## src/rtl/seg_scan_capture.sv

```systemverilog
// Captures a six-digit multiplexed 7-segment display scan into BCD codes and decimal points.
// Each digit must hold steady for STABLE_CNT samples before it is latched; a frame is published once all six are seen.
//
//   state    | meaning
//   IDLE     | no single digit enabled, waiting for a one-hot-low enable
//   SETTLE   | one digit enabled, waiting for STABLE_CNT identical samples
//   CAPTURED | digit latched, waiting for the enable to move on
module seg_scan_capture #(
    parameter int STABLE_CNT = 4
) (
    input  logic        clk,
    input  logic        rst_n,
    input  logic [6:0]  i_seg,
    input  logic        i_seg_dp,
    input  logic [5:0]  i_seg_enb,
    output logic [23:0] o_digits,
    output logic [5:0]  o_dp,
    output logic        o_frame_valid,
    output logic [7:0]  o_err_cnt
);

    typedef enum logic [1:0] {IDLE, SETTLE, CAPTURED} state_t;

    localparam logic [7:0] CNT_MAX = 8'(STABLE_CNT);

    state_t      state_q, state_nxt;
    logic [13:0] smp_q, smp_p;
    logic        q_vld, p_vld;
    logic [7:0]  cnt_q, cnt_nxt;
    logic [5:0]  enb_q;
    logic [6:0]  seg_q;
    logic        dp_q;
    logic        enb_chg, one_hot, multi_low;
    logic [2:0]  n_zero, idx;
    logic [3:0]  code;
    logic        capture, mz_err, mz_done_q, err_inc;
    logic [23:0] shadow_q;
    logic [5:0]  shadow_dp_q, seen_q, seen_nxt;
    logic        frame;

    assign enb_q = smp_q[13:8];
    assign seg_q = smp_q[7:1];
    assign dp_q  = smp_q[0];

    always_ff @(posedge clk or negedge rst_n) begin
        if (!rst_n) begin
            smp_q <= {6'h3f, 7'h00, 1'b0};
            smp_p <= {6'h3f, 7'h00, 1'b0};
            q_vld <= 1'b0;
            p_vld <= 1'b0;
            cnt_q <= 8'd0;
        end else begin
            smp_q <= {i_seg_enb, i_seg, i_seg_dp};
            smp_p <= smp_q;
            q_vld <= 1'b1;
            p_vld <= q_vld;
            cnt_q <= q_vld ? cnt_nxt : 8'd0;
        end
    end

    // cnt_nxt is the run length of the sample currently in smp_q; with no valid predecessor it is a change
    always_comb begin
        cnt_nxt = 8'd1;
        if (p_vld && (smp_q == smp_p))
            cnt_nxt = (cnt_q >= CNT_MAX) ? CNT_MAX : cnt_q + 8'd1;
    end

    assign enb_chg   = !p_vld || (enb_q != smp_p[13:8]);
    assign n_zero    = 3'($countones(~enb_q));
    assign one_hot   = (n_zero == 3'd1);
    assign multi_low = (n_zero >= 3'd2);

    always_comb begin
        idx = 3'd0;
        for (int i = 0; i < 6; i++)
            if (!enb_q[i]) idx = 3'(i);
    end

    always_comb begin
        case (seg_q)
            7'b1111110: code = 4'h0;
            7'b0110000: code = 4'h1;
            7'b1101101: code = 4'h2;
            7'b1111001: code = 4'h3;
            7'b0110011: code = 4'h4;
            7'b1011011: code = 4'h5;
            7'b1011111: code = 4'h6;
            7'b1110000: code = 4'h7;
            7'b1111111: code = 4'h8;
            7'b1110011: code = 4'h9;
            7'b0000000: code = 4'hE;
            default:    code = 4'hF;
        endcase
    end

    always_ff @(posedge clk or negedge rst_n) begin
        if (!rst_n) state_q <= IDLE;
        else        state_q <= state_nxt;
    end

    always_comb begin
        state_nxt = state_q;
        capture   = 1'b0;
        case (state_q)
            IDLE:     if (one_hot) state_nxt = SETTLE;
            SETTLE: begin
                if (!one_hot) begin
                    state_nxt = IDLE;
                end else if (cnt_nxt >= CNT_MAX) begin
                    state_nxt = CAPTURED;
                    capture   = 1'b1;
                end
            end
            CAPTURED: if (enb_chg) state_nxt = IDLE;
            default:  state_nxt = IDLE;
        endcase
    end

    // a multi-digit enable is reported once per hold, not once per segment glitch during it
    assign mz_err  = multi_low && (cnt_nxt >= CNT_MAX) && !mz_done_q;
    assign err_inc = mz_err || (capture && (code == 4'hF));
    assign frame   = (seen_q == 6'h3f);

    always_comb begin
        seen_nxt = frame ? 6'h00 : seen_q;
        if (capture) seen_nxt[idx] = 1'b1;
    end

    always_ff @(posedge clk or negedge rst_n) begin
        if (!rst_n) begin
            mz_done_q     <= 1'b0;
            o_err_cnt     <= 8'd0;
            seen_q        <= 6'h00;
            shadow_q      <= 24'hEEEEEE;
            shadow_dp_q   <= 6'h00;
            o_digits      <= 24'hEEEEEE;
            o_dp          <= 6'h00;
            o_frame_valid <= 1'b0;
        end else begin
            if (enb_chg)     mz_done_q <= 1'b0;
            else if (mz_err) mz_done_q <= 1'b1;
            if (err_inc && (o_err_cnt != 8'hFF)) o_err_cnt <= o_err_cnt + 8'd1;
            seen_q        <= seen_nxt;
            o_frame_valid <= frame;
            if (frame) begin
                o_digits <= shadow_q;
                o_dp     <= shadow_dp_q;
            end
            if (capture) begin
                shadow_q[4*idx +: 4] <= code;
                shadow_dp_q[idx]     <= dp_q;
            end
        end
    end

endmodule

```

## config.mk

```make
export PLATFORM = sky130hd
export DESIGN_NAME = seg_scan_capture
export DESIGN_NICKNAME = d
export VERILOG_FILES = /design/src/rtl/seg_scan_capture.sv
export SDC_FILE = /design/constraint.sdc
export NUM_CORES = 1
export LEC_CHECK = 0
export ABC_AREA = 1
export BUFFER_PORTS_ARGS = -buffer_cell sky130_fd_sc_hd__buf_2
export CAP_MARGIN = 20
export CORE_MARGIN = 2
export CORE_UTILIZATION = 45
export DETAILED_ROUTE_END_ITERATION = 6
export GPL_TIMING_DRIVEN = 0
export MAX_ROUTING_LAYER = met4
export PLACE_DENSITY = 0.72
export SYNTH_ARGS = -nofsm -noshare
export SYNTH_HDL_FRONTEND = slang
export SYNTH_SLANG_ARGS = --single-unit
```

## constraint.sdc

```tcl
create_clock -name clk -period 6.27 [get_ports clk]
set_input_delay 0.3135 -clock clk [delete_from_list [all_inputs] [get_ports clk]]
set_output_delay 0.3135 -clock clk [all_outputs]
set_load 0.02 [all_outputs]
```

# Yosys cells after proc, flatten, opt, wreduce, memory -nomap -nowiden
# Index checks and enable logic that the tools add are counted.
# totals
output_inout_bits,39
mem_bits_rw,0
inputBits,16
latchBits,0
romBits,0
ff_bits,116
n_memories,0
# op_classes
div_mod_pow,0
n_addsub,8
n_bitwise,2
n_reduce_logical,14
n_lt_le_gt_ge,5
mux,25
n_shift,2
n_mul,0
n_eq_ne,21
# ops
cell,count
"== test 7 bit, second input constant",8
one-hot mux 4 bit (11 select lines),1
negator 5 -> 34 bit,1
"variable shift 4 x 34 -> 24 bit, first input constant",1
variable part select 4 x 34 -> 24 bit,1
bitwise mux 24 bit,1
two-way mux 8 bit,3
"adder 8 x 1 -> 8 bit, second input constant",2
"greater-or-equal comparator 8 x 3 -> 1 bit, second input constant",2
== test 14 bit,1
"== test 7 x 6 -> 1 bit, second input constant",2
two-way mux 6 bit,2
two-way mux 2 bit,5
two-way mux 3 bit,3
"inequality test 8 bit, second input constant",1
zero test 7 bit,1
two-way mux 1 bit,7
adder 1 x 1 -> 2 bit,3
bitwise mux 6 bit,1
"== test 6 bit, second input constant",1
logical AND 1 bit,6
inequality test 6 bit,1
NOT 6 bit,1
bitwise OR 6 bit,1
18 further kinds,21

# Depth between registers and ports, before layout
# depth
ltp_word,11
ltp_mapped,17
depth_no_buf,16

# Least setup slack after synthesis
# Ideal clock, no wire load.
# synth_timing
kind,reg2reg
start,register smp_q[9]
end,register shadow_q[8]
synth_period_minus_slack_ns,3.198
slack_ns,3.072
required_time_ns,6.152
stages_incl_launch_ff,15
setup_time_ns,0.118
arrival_ns,3.080
cell_sequence,dfstp_2 inv_1 fa_1 fa_1 ha_1 fa_1 nor2_1 nand2_1 nor2_1 inv_1 nor2_4 clkbuf_8 nand4_4 nand2_1 o21ai_2
# synth_via
elab_chain_len,8
elab_cells_between_ends,21
cone_classes,add/sub (4); order compare (1); eq/ne (2); shift (2); mux (10); bitwise (1); reduce/logical (1)
# synth_rtl
item,line,source
start: declaration,27,"logic [13:0] smp_q, smp_p;"
start signal: assignment,47,"smp_q <= {6'h3f, 7'h00, 1'b0};"
start signal: assignment,53,"smp_q <= {i_seg_enb, i_seg, i_seg_dp};"
two-way mux 1 bit,76,if (!enb_q[i]) idx = 3'(i);
two-way mux 2 bit,76,
two-way mux 3 bit (3 in series),76,
negator 5 -> 34 bit,150,shadow_q[4*idx +: 4] <= code;
variable part select 4 x 34 -> 24 bit or variable shift 4 x 34 -> 24 bit (tied branches),150,
bitwise mux 24 bit,150,
end signal: indexed assignment,150,
end: declaration,37,logic [23:0] shadow_q;
# Several ways; a longest one is shown, not always the timed one.
# A chain may end at the register's enable or synchronous reset.

# Worst setup path after layout
# layout_timing
start,register smp_q[9]
end,register shadow_q[15]
# The elaborated chain is that of the path after synthesis.

==> results.txt <==
- Average cell area after synthesis: 8.48 um2
* Total cell area at the placement stage: 0.00576 mm2
* Min Tclk post-route: 3.49 ns
- STA classifies the critical path startpoint as a flop.
- Number of buffers created by CTS: 17
- In this run the biggest area consumer among cell types represents 32.3% of the synthesized area.
- Count of state elements after synthesis: 116
* Clock tree from TritonCTS: built
- Clock skew on the completed layout was measured at 0.00923 ns.
- In this run the core area contains 39 standard-cell rows.
* DIE AREA: 0.0126 mm2
- Ys flop type: sky130_fd_sc_hd__dfrtp_1
- Counting the fill cells in the layout gives 1,044.
- After synthesis, the netlist uses 38 different library cells.
* IO buf count: 54
- The region available for standard cell placement spans 0.0114 mm2.
- Relative to the synthesized area, the layout overhead comes to 21.9%.
* Endpoints failing hold: 20
- Antenna viol nets, final: 0
- Of the available clock period, the critical path in the final layout requires 55.7%.
* CP endpoint kind: flop
- IR analysis of the VDD net gives a maximum drop of 0.000160 V.
- Die height: 112 um
- The total overflow left after global routing is 0.
- Fraction of layout instances using a drive strength above 1: 20.4%
* H-Tree Level Count: 4
* Critical Path RT: 6.60 ns
- The pre-antenna-repair detailed-routing pass consisted of 7 iterations.
- The via count of the first global-routing pass is 4,248.
- Starting DRC count in detailed routing: 208
* Post-Syn Area: 0.00527 mm2
- For this run, the post-layout net count is 734.
- The tool flagged a number of max-cap violations equal to 0.
* Outcome: finished with violations
- Pwr per Cell Area: 285 mW/mm2
- After legalization and detailed placement, the total HPWL measured 7450 um.
- By area the synthesized netlist is led by sky130_fd_sc_hd__dfrtp_1, sky130_fd_sc_hd__dfstp_2, sky130_fd_sc_hd__nand2_1, sky130_fd_sc_hd__inv_1, sky130_fd_sc_hd__nand3_1.
- After detailed routing, the number of vias per cell comes to 4.77.
- For this block, the via count after detailed routing is 4,120.
- Share of the yosys chip area belonging to registers: 56.2%
* Global-route wire length before repair: 19,000 um
- Largest fanout on the critical path: 8
- Footprint of the flip-flops and latches: 0.00296 mm2
- Slew headroom: 50.0%
* Post-synth top area cell: sky130_fd_sc_hd__dfrtp_1
- Insertion delay to the later sink of the worst-skew pair: 0.41 ns
- Maximum number of pins on one net before global-route repair: 60
* Worst hold path type: in -> async
- Final hold analysis gives a worst-case slack of -0.0164 ns.
* Most common library cell in the layout ignoring fill and taps: sky130_fd_sc_hd__nand2_1
- Wires add up to 10,600 um.
- The critical path is of the reg -> reg type.
- Synthesis produced 621 cells.
- The number of setup buffers added after CTS is 0.
- From left edge to right edge, the die measures 112 um.
- Number of resized instances in the post-cts repair step: 0
* Max Clk Rate: 286 MHz
* Num ports: 55
- The initial utilization of the core area, before any placement, comes to 46.1%.
- Antenna cells: 0
- Accumulated negative setup slack: 0 ns
* DRC: 0
- At the pin with the least slew margin, the transition time is 0.750 ns.
- The tree is rooted in a sky130_fd_sc_hd__clkbuf_16.
* Finished layout cell area: 0.00642 mm2
- Setup violations remaining at the end of the flow were counted as 0.
- Clock transition at path regs: 0.05 ns
- At the end of routability-driven placement, the weighted congestion stood at 0.864.
- Routed length per instance: 12.3 um
- Number of clock sinks seen by CTS: 116
- In this run the static leakage power is 3.32 nW.
- The final reports fail on hold timing.
- Clock tree buffer depth: 2
- During synthesis, Yosys emitted a total of 0 warnings.
* Arrival time worst endpoint: 3.82 ns
- Area occupied by multi-input gates: 0.00195 mm2
* Final Slew Violations: 0
- Number of enable flip-flop cells after synthesis: 0
- Number of antenna violations at the first check in global routing: 0
- Async SR Flop Fraction: 100%
* Commonest cells after routing, fill and taps aside: sky130_fd_sc_hd__nand2_1, sky130_fd_sc_hd__inv_1, sky130_fd_sc_hd__dfrtp_1
- GRT Overall Usage: 19.1%
- Setup repair after global routing left no endpoint under its margin.
-- cells in the mapped netlist (2+ instances only) --
cell                         n
sky130_fd_sc_hd__a21oi_1     5
sky130_fd_sc_hd__nand2_1   241
sky130_fd_sc_hd__inv_2       3
sky130_fd_sc_hd__ha_1        8
sky130_fd_sc_hd__inv_1      78
sky130_fd_sc_hd__fa_1        3
sky130_fd_sc_hd__conb_1      2
sky130_fd_sc_hd__o21ai_1    11
sky130_fd_sc_hd__nand4_1    11
sky130_fd_sc_hd__dfrtp_1    68
sky130_fd_sc_hd__o21ai_0    25
sky130_fd_sc_hd__nand3b_1    2
sky130_fd_sc_hd__dfstp_2    48
sky130_fd_sc_hd__nand3_1    34
sky130_fd_sc_hd__nor3_1      7
sky130_fd_sc_hd__nand4_4     3
sky130_fd_sc_hd__nor2_1     43
sky130_fd_sc_hd__nor4_1      2
sky130_fd_sc_hd__clkbuf_1    8
-- state kept, by name, summed over array words and instances, names as in the netlist --
name           count
o_digits          24
shadow_q          24
smp_p             14
smp_q             14
cnt_q              8
o_err_cnt          8
o_dp               6
seen_q             6
shadow_dp_q        6
state_q            2
mz_done_q          1
o_frame_valid      1
p_vld              1
q_vld              1
-- logic make-up (layout without fill, tap and decap cells) --
logic type	Yosys count	in the layout	synth area share, %
and+or+nand+nor	350	350	28.5
DFF	116	116	56.2
buffers and inverters	93	188	6.98
AOI/OAI and AO/OA	47	47	4.80
adders and majority gates	11	11	3.04
other	2	6	0.143
xor gates and xnor gates	2	2	0.333
-- area by class of cell --
cell class	instances	share of cell area, %
sequential	116	46.2
clock inverter	11	2.14
inverter	82	4.79
tap	143	2.79
buffer	11	0.935
timing repair buffer	63	5.92
multi-input combinational	416	30.4
clock buffer	21	6.86
-- worst paths after layout --
kind                                    startpoint                       end  slack, ns  cells after the start
worst min register to register  smp_q[8]$_DFF_PN1_        smp_p[8]$_DFF_PN1_       0.37                      0
worst max register to register  smp_q[9]$_DFF_PN1_  shadow_q[15]$_DFFE_PN1P_       2.78                     12
max in group asynchronous                    rst_n  shadow_q[11]$_DFFE_PN1P_       5.51                      2
min in group clk                      i_seg_enb[5]       smp_q[13]$_DFF_PN1_       0.01                      1
worst max-delay path            smp_q[9]$_DFF_PN1_  shadow_q[15]$_DFFE_PN1P_       2.78                     12
worst min-delay path                         rst_n       o_dp[0]$_DFFE_PN0P_      -0.02                      1
-- critical path: stages, from the launching register on --
cell                      delay [ns]
sky130_fd_sc_hd__dfstp_2        0.57
sky130_fd_sc_hd__inv_1          0.09
sky130_fd_sc_hd__fa_1           0.53
sky130_fd_sc_hd__fa_1           0.43
sky130_fd_sc_hd__ha_1           0.20
sky130_fd_sc_hd__fa_1           0.44
sky130_fd_sc_hd__nor2_1         0.16
sky130_fd_sc_hd__nand2_1        0.09
sky130_fd_sc_hd__nor2_1         0.09
sky130_fd_sc_hd__inv_1          0.08
sky130_fd_sc_hd__nor2_4         0.16
sky130_fd_sc_hd__nand4_1        0.30
sky130_fd_sc_hd__o21ai_0        0.28
-- power by group --
group	leakage, nW	internal (W)	switching, W
sequential	1.39	0.000768	0.0000122
combinational	1.65	0.0000343	0.0000720
clock	0.277	0.000619	0.000325
-- metal layers --
metal  up-vias  GRT usage (%)  part of all wire [%]
met5         -              -                     0
li1       2102              -                     -
met1      1930           22.0                    43
met2        78           33.0                    52
met4         0           5.53                  0.92
met3        10           5.02                   3.7
-- stage by stage --
| step | setup slack (ns) | util, % | hold slack [ns] | std cells | total power, W |
|---|---|---|---|---|---|
| floorplan | 3.07 | - | 0.0179 | 625 | 0.000853 |
| global placement | 2.85 | 50.2 | 0.366 | 822 | 0.000886 |
| detailed placement | 2.80 | 50.5 | 0.368 | 823 | 0.000894 |
| CTS | 2.76 | 56.1 | 0.000262 | 862 | 0.00184 |
| global route | 2.53 | 56.2 | 0.000445 | 863 | 0.00191 |
| finish | 2.78 | 56.2 | -0.0164 | 863 | 0.00183 |
-- repair_timing --
item	CTS	global route
hold buffers	7	1
endpoints found under the hold margin	7	1
endpoints found under the setup margin	0	0
Power figures use the tool's default switching activity.
